==> src/rtl/resample_pkg.sv <==
// Shared types for the resampler sample-flow scheduler: state encoding,
// mode constants and ratio normalisation.
package resample_pkg;

  typedef enum logic [2:0] {
    IDLE   = 3'd0,
    RD     = 3'd1,
    LATCH  = 3'd2,
    FEED   = 3'd3,
    WAITIN = 3'd4,
    DRAIN  = 3'd5
  } state_t;

  localparam logic MODE_INTERP = 1'b0;
  localparam logic MODE_DECIM  = 1'b1;

  // A ratio of 0 is treated as 1 (pass-through).
  function automatic logic [2:0] norm_ratio(input logic [2:0] r);
    return (r == 3'd0) ? 3'd1 : r;
  endfunction

endpackage

==> src/rtl/resample_sched.sv <==
// Sequences ADC FIFO -> resampler -> DAC FIFO transfers in groups:
// interpolate by N (1 in, N out) or decimate by N (N in, 1 out).
module resample_sched
  import resample_pkg::*;
#(
  parameter int DATA_WIDTH = 32,
  parameter int TIMEOUT    = 1023
) (
  input  logic                  clk,
  input  logic                  reset,
  input  logic                  enable,
  input  logic                  mode,
  input  logic [2:0]            ratio,
  input  logic                  adc_empty,
  output logic                  adc_rd,
  input  logic [DATA_WIDTH-1:0] adc_rdata,
  output logic                  rs_in_valid,
  output logic [DATA_WIDTH-1:0] rs_in_data,
  input  logic                  rs_in_ready,
  input  logic                  rs_out_valid,
  input  logic [DATA_WIDTH-1:0] rs_out_data,
  output logic                  rs_out_ready,
  input  logic                  dac_full,
  output logic                  dac_wr,
  output logic [DATA_WIDTH-1:0] dac_wdata,
  output logic                  busy,
  output logic [15:0]           wr_count,
  output logic                  err_timeout,
  output state_t                state_dbg
);

  localparam int TW = $clog2(TIMEOUT + 1);

  // Handshakes: a transfer happens on a rising edge where valid && ready.
  // The offering side holds valid and data stable until that edge; ready
  // may be asserted without valid and carries no meaning on its own.

  state_t          state, state_nxt;
  logic            mode_lat;
  logic [2:0]      n_lat;
  logic [2:0]      sub_cnt;
  logic [TW-1:0]   tmo_cnt;
  logic            start, in_hs, accept, last_in, last_out, tmo_step, tmo_hit;

  assign adc_rd       = (state == RD);
  assign rs_in_valid  = (state == FEED);
  // Never accept in a write cycle, so dac_full seen here is at most one write stale.
  assign rs_out_ready = (state == DRAIN) && !dac_full && !dac_wr;
  assign busy         = (state != IDLE);
  assign state_dbg    = state;

  assign start    = enable && !adc_empty;
  assign in_hs    = rs_in_valid && rs_in_ready;
  assign accept   = rs_out_valid && rs_out_ready;
  assign last_in  = (mode_lat == MODE_INTERP) || (sub_cnt == n_lat - 3'd1);
  assign last_out = (mode_lat == MODE_DECIM) || (sub_cnt == n_lat - 3'd1);
  // DAC backpressure is not the resampler's fault, so it does not age the timeout.
  assign tmo_step = (state == DRAIN) && !accept && !dac_full;
  assign tmo_hit  = tmo_step && (tmo_cnt == TW'(TIMEOUT - 1));

  always_ff @(posedge clk) begin
    if (reset) state <= IDLE;
    else       state <= state_nxt;
  end

  always_comb begin
    state_nxt = state;
    case (state)
      IDLE:    if (start) state_nxt = RD;
      RD:      state_nxt = LATCH;
      LATCH:   state_nxt = FEED;
      FEED:    if (in_hs) state_nxt = last_in ? DRAIN : WAITIN;
      WAITIN:  if (!adc_empty) state_nxt = RD;
      DRAIN:   if ((accept && last_out) || tmo_hit) state_nxt = IDLE;
      default: state_nxt = IDLE;
    endcase
  end

  always_ff @(posedge clk) begin
    if (reset) begin
      mode_lat    <= MODE_INTERP;
      n_lat       <= 3'd1;
      sub_cnt     <= '0;
      tmo_cnt     <= '0;
      rs_in_data  <= '0;
      dac_wr      <= 1'b0;
      dac_wdata   <= '0;
      wr_count    <= '0;
      err_timeout <= 1'b0;
    end else begin
      dac_wr <= accept;
      if (accept) begin
        dac_wdata <= rs_out_data;
        wr_count  <= wr_count + 16'd1;
      end
      if (tmo_hit) err_timeout <= 1'b1;
      case (state)
        IDLE: if (start) begin
          mode_lat <= mode;
          n_lat    <= norm_ratio(ratio);
          sub_cnt  <= '0;
        end
        LATCH: rs_in_data <= adc_rdata;
        FEED: if (in_hs) begin
          sub_cnt <= last_in ? 3'd0 : sub_cnt + 3'd1;
          tmo_cnt <= '0;
        end
        DRAIN: begin
          if (accept) begin
            sub_cnt <= sub_cnt + 3'd1;
            tmo_cnt <= '0;
          end else if (tmo_step) begin
            tmo_cnt <= tmo_cnt + TW'(1);
          end
        end
        default: ;
      endcase
    end
  end

endmodule

==> config.mk <==
export PLATFORM = sky130hd
export DESIGN_NAME = resample_sched
export DESIGN_NICKNAME = d
export VERILOG_FILES = /design/src/rtl/resample_pkg.sv /design/src/rtl/resample_sched.sv
export SDC_FILE = /design/constraint.sdc
export NUM_CORES = 1
export LEC_CHECK = 0
export CELL_PAD_IN_SITES_DETAIL_PLACEMENT = 0
export CELL_PAD_IN_SITES_GLOBAL_PLACEMENT = 1
export CORE_MARGIN = 2
export CORE_UTILIZATION = 28
export DETAILED_ROUTE_END_ITERATION = 6
export PLACE_DENSITY = 0.81
export SLEW_MARGIN = 20
export SYNTH_ARGS = -nofsm -noshare
export SYNTH_HDL_FRONTEND = slang
export SYNTH_SLANG_ARGS = --single-unit
==> constraint.sdc <==
create_clock -name clk -period 1.6 [get_ports clk]
set_clock_uncertainty 0.1 [all_clocks]
set_input_delay 0.32 -clock clk [delete_from_list [all_inputs] [get_ports clk]]
set_output_delay 0.32 -clock clk [all_outputs]
set_load 0.01 [all_outputs]
## After elaboration in Yosys (flattened, before gate mapping)

Index checks and enable logic that the tools add are counted.

- Equal/unequal tests: 13
- Bitwise logic cells: 1
- Multiplexer cells: 16
- Reduce and logical (&&, ||, !) cells: 25
- Add/subtract/negate cells: 4

Operator list:

| operator | count |
|---|---|
| $mux 10 | 3 |
| $mux 3 | 9 |
| $pmux 10 s2 | 1 |
| $pmux 3 s6 | 1 |
| $add 16x1->16 const B | 1 |
| $add 10x1->10 const B | 1 |
| $eq 10x10->1 const B | 1 |
| $logic_and 1x1->1 | 9 |
| $pmux 3 s3 | 1 |
| $reduce_and 4->1 | 2 |
| $eq 3x2->1 const B | 2 |
| $eq 3x3->1 const B | 2 |
| $logic_not 3->1 | 2 |
| $ne 2x2->1 const B | 3 |
| $reduce_bool 3->1 | 2 |
| $logic_not 1->1 | 4 |
| $ne 2x1->1 const B | 2 |
| $add 3x1->3 const B | 1 |
| $eq 3x1->1 const B | 1 |
| $eq 3x3->1 | 1 |
| $logic_or 1x1->1 | 3 |
| $ne 3x3->1 const B | 1 |
| $reduce_and 3->1 | 1 |
| $sub 3x1->3 const B | 1 |
| 4 further kinds | 4 |

- Input bits: 75
- Word-level logic and storage cells: 69
- Register bits: 102
- Output and inout port bits: 89

## Logic depth before layout (Yosys ltp)

- Depth after elaboration: 11
- Gate-level depth with buffers: 7
- Gate-level depth less buffers: 7

## Worst setup path before layout

No wires, ideal clock.

- Kind: reg2reg
- From: register state[0], in the netlist state_dbg[0]
- To: register state[0], in the netlist state_dbg[0]
- Data arrival time: 1.465 ns
- Stages on the path, launching flop included: 6
- Setup time: 0.072 ns
- Slack: -0.037 ns
- Path through: dfxtp_1 > and4bb_4 > nand2b_1 > nor3_2 > o221a_4 > mux2i_1

- Word-level cells in the longest chain between the ends: 11
- Elaborated cells on any way between the ends: 22
- Those cells by class: 9 x eq/ne; 1 x mux; 12 x reduce/logical

RTL lines:

| element | line | text |
|---|---|---|
| start: declaration | resample_sched.sv:38 | `state_t state, state_nxt;` |
| start signal: assignment | resample_sched.sv:63 | `else state <= state_nxt;` |
| $eq 3x3->1 | resample_sched.sv:48, resample_sched.sv:58, resample_sched.sv:68 |  |
| $logic_and 1x1->1 (2 in a row) | resample_sched.sv:48 | `assign rs_out_ready = (state == DRAIN) && !dac_full && !dac_wr;` |
| $logic_and 1x1->1 | resample_sched.sv:54 | `assign accept = rs_out_valid && rs_out_ready;` |
| $logic_not 1->1 | resample_sched.sv:58 | `assign tmo_step = (state == DRAIN) && !accept && !dac_full;` |
| $logic_and 1x1->1 (2 in a row) | resample_sched.sv:58 |  |
| $logic_and 1x1->1 | resample_sched.sv:59 | `assign tmo_hit = tmo_step && (tmo_cnt == TW'(TIMEOUT - 1));` |
| $logic_or 1x1->1 | resample_sched.sv:74 | `DRAIN: if ((accept && last_out) \|\| tmo_hit) state_nxt = IDLE;` |
| $ne 2x1->1 (no source line) | - |  |
| $reduce_and 4->1 (no source line) | - |  |

Parallel ways exist; a longest one is shown, timed or not.
A chain may end at the register's enable or synchronous reset.

## Final worst setup path

- From: register state[2], in the netlist state_dbg[2]
- To: register wr_count[8]

- Word-level cells in the longest chain between the ends: 4

RTL lines:

| element | line | text |
|---|---|---|
| $eq 3x3->1 | resample_sched.sv:48 |  |
| $logic_and 1x1->1 (2 in a row) | resample_sched.sv:48 |  |
| $logic_and 1x1->1 | resample_sched.sv:54 |  |
| end signal: assignment | resample_sched.sv:94 | `wr_count <= wr_count + 16'd1;` |
| end: declaration | resample_sched.sv:27 | `output logic [15:0] wr_count,` |

No other way between the ends.

==> impl_metrics.toml <==
[outcome]
status = "finished with violations"
violations = "setup timing"

[power]
p_per_area_nw_per_um2 = 1040
ir_drop_mv = 0.581
p_leak_nw = 3.45

[synth]
ys_seq_elements = 102
syn-cell-area_um2 = 4150
synth_area_per_cell_um2 = 8.24
ys_types = 46
synth_ff_type = "dfxtp_1"
synthArstFlopShare = 0
synth_cells = 504
yosysWarnings = 0
yosysSeqAreaShare = 0.492
synth_edf_count = 0
synth_nets = 584

[global_route]
grt_pass1_wl_mm = 21.6
grt_pass1_vias = 4453
grt_max_degree = 40
overflow = 0
antenna_found_initial = 0
grt_usage = 0.167

[sta]
fin_crit_sh = 1.11
fin_ws_ps = -170
slew_headroom = 0.689
rsz0062_at_grt = "yes"
fin_setup_tns_ps = -5440
worst_pin_slew_ps = 467
timing.fmax_mhz = 565
period_minus_slack_ps = 1770
hold_viol = 0
final_max_slew_viol_count = 0
setup_viol = 58

[critical_path]
cp-startpoint = "state_dbg[2]"
critPathCaptureType = "flip-flop"
r2r_start = "state_dbg[2]"
cp.arrival_ps = 1950
ff2ff_setup_slack_ps = -170
r2r-end = "wr_count[8]"
worstSetupPathType = "reg2reg"
cp_max_fo = 8
r2r_cells = 7
slowest_stage = "or3_4"
start_kind = "flip-flop"
required_ps = 1780
slowest_delay_ps = 410
worstPathCellList = "buf_6 > and4bb_4 > buf_6 > buf_6 > nand4_4 > or3_4 > a21oi_2"
endpoint = "wr_count[8]"
crit_path_frequent_cell = "buf_6"

[place]
io_buffers = 163
pre_cts_ws_ps = -662
place_hpwl_mm = 8.59
gp_congestion = 0.747

[job]
drv_cap = 0

[route]
drc = 0
vias = 4364
drtIter0Drc = 128
antenna_left = 0
drt-vias-per-instance = 4.72
detail_route.wl_per_cell_um = 15.5
wirelength_mm = 14.3
firstDrtPassIters = 4

[floorplanning]
initial_core_util = 0.286
die_w_um = 126
core_area_um2 = 14500
die_y_um = 126
row_count = 44
num_io_pins = 164
die-area_um2 = 15800

[cts]
ctsHoldBuffers = 0
clkSinkCount = 102
cts_made_buffers = 9
tritoncts = "built"
cts_buffer_depth = 2
clock_latency_ps = 340
clk_pin_slew_ps = 70
cts_root_buf = "clkbuf_16"
htree_levels = 3

[final_layout]
fill_cells = 1316
area_delta_synth_final_pct = 88.2
multi_input_area_um2 = 2660
final_nets = 815
drive_above_1_share = 0.334
final-seq-area_um2 = 2050
diodes = 0

[min_path]
whs_path_depth = 2
hp-class = "in2reg"
final cells by class:
class                      count  area share
clock buffer                  11      0.0311
clock inverter                 5      0.0106
inverter                       9     0.00528
multi-input combinational    367       0.340
sequential                   102       0.263
tap                          184      0.0295
timing repair buffer         246       0.321
sequential cells by signal, indices dropped and copies added, names as in the netlist:
signal,flops
tmo_cnt,10
dac_wr,1
mode_lat,1
n_lat,3
wr_count,16
sub_cnt,3
err_timeout,1
rs_in_data,32
dac_wdata,32
state_dbg,3
cell usage in the layout, fill, tap and decap left out, types with 3 or more instances in the layout:
cell,n
a21oi_1,39
a21oi_2,37
buf_12,11
buf_16,3
buf_2,3
buf_4,45
buf_6,20
clkbuf_16,15
clkdlybuf4s50_1,71
dfxtp_1,94
dfxtp_2,7
dlygate4sd2_1,85
ha_1,4
inv_1,5
inv_2,3
mux2i_1,5
nand2_1,99
nand2_2,9
nand2_4,35
nand2b_1,4
nand3_1,8
nand4_1,5
nand4_4,3
nor2_1,30
nor2b_1,3
nor3_2,8
o21ai_0,6
or3_1,4
xnor2_1,10
xor2_1,9
worst min-delay path by stage:
stage / to / slack, ps / startpoint
after floorplan: dac_wdata[0] / 360 / rs_out_data[0]
after global placement: rs_in_data[0] / 340 / rs_in_data[0]
after detailed placement: rs_in_data[30] / 350 / rs_in_data[30]
after CTS: wr_count[14] / 240 / reset
after global routing: tmo_cnt[0] / 260 / reset
final: tmo_cnt[0] / 250 / reset
logic make-up after synthesis:
| logic type | count (synthesis) | share of synthesized area |
|---|---|---|
| and+or+nand+nor | 235 | 0.259 |
| muxes | 5 | 0.0121 |
| adders and majority gates | 5 | 0.0151 |
| buffers and inverters | 37 | 0.0386 |
| xor gates and xnor gates | 23 | 0.0518 |
| AOI/OAI and AO/OA | 97 | 0.132 |
| DFF | 102 | 0.492 |
per-layer routing:
| layer | GRT usage | up-vias | routed length, um |
|---|---|---|---|
| met2 | 0.303 | 132 | 7260 |
| li1 | - | 2138 | - |
| met4 | 0.0621 | 0 | 337 |
| met1 | 0.186 | 2072 | 5790 |
| met3 | 0.0467 | 22 | 913 |
| met5 | 0 | - | 0 |
through the flow:
stage          hold WS (ps)   util  cells  instance area (um2)  power (mW)
2_1_floorplan           356      -    504                 4160        3.93
3_3_place_gp            342  0.430    865                 6260        5.00
3_5_place_dp            345  0.431    865                 6260        5.06
4_1_cts                 239  0.500    913                 7270        7.86
5_1_grt                 262  0.538    924                 7820        8.56
6_report                249  0.538    924                 7820        8.14
what timing repair did:
item | CTS | global route
cloned | 8 | 6
pin swaps | 46 | 68
setup endpoints to repair | 184 | 93
buffers inserted | 24 | 11
gates resized for setup | 204 | 115
power by group:
part / internal, mW / switching [mW] / total (mW) / leakage, nW
clock: 1.42 / 0.966 / 2.38 / 0.160
sequential: 2.78 / 0.139 / 2.92 / 0.828
combinational: 1.50 / 1.34 / 2.84 / 2.46
critical path, delay by kind of cell (launching register included):
kind,cells,cell delay [ps]
buf+inv,3,330
compound gates,1,110
flops,1,350
simple gates,3,820
synthesized netlist by cell type, types with 3 or more instances:
cell type  instances  area share
a21oi_1           77       0.093
and2_1             3      0.0045
buf_2              8      0.0096
buf_4              3      0.0054
clkbuf_1          16       0.014
dfxtp_1          102        0.49
ha_1               5       0.015
inv_1              9      0.0081
mux2i_1            5       0.012
nand2_1          144        0.13
nand2b_1           7       0.011
nand3_1           10       0.012
nand4_1            5      0.0075
nor2_1            31       0.028
nor2b_1            6      0.0090
nor3_1             8      0.0096
o21ai_0            7      0.0084
or3_1              5      0.0075
xnor2_1           11       0.023
xor2_1            11       0.023
(Power assumes the default switching activity.)
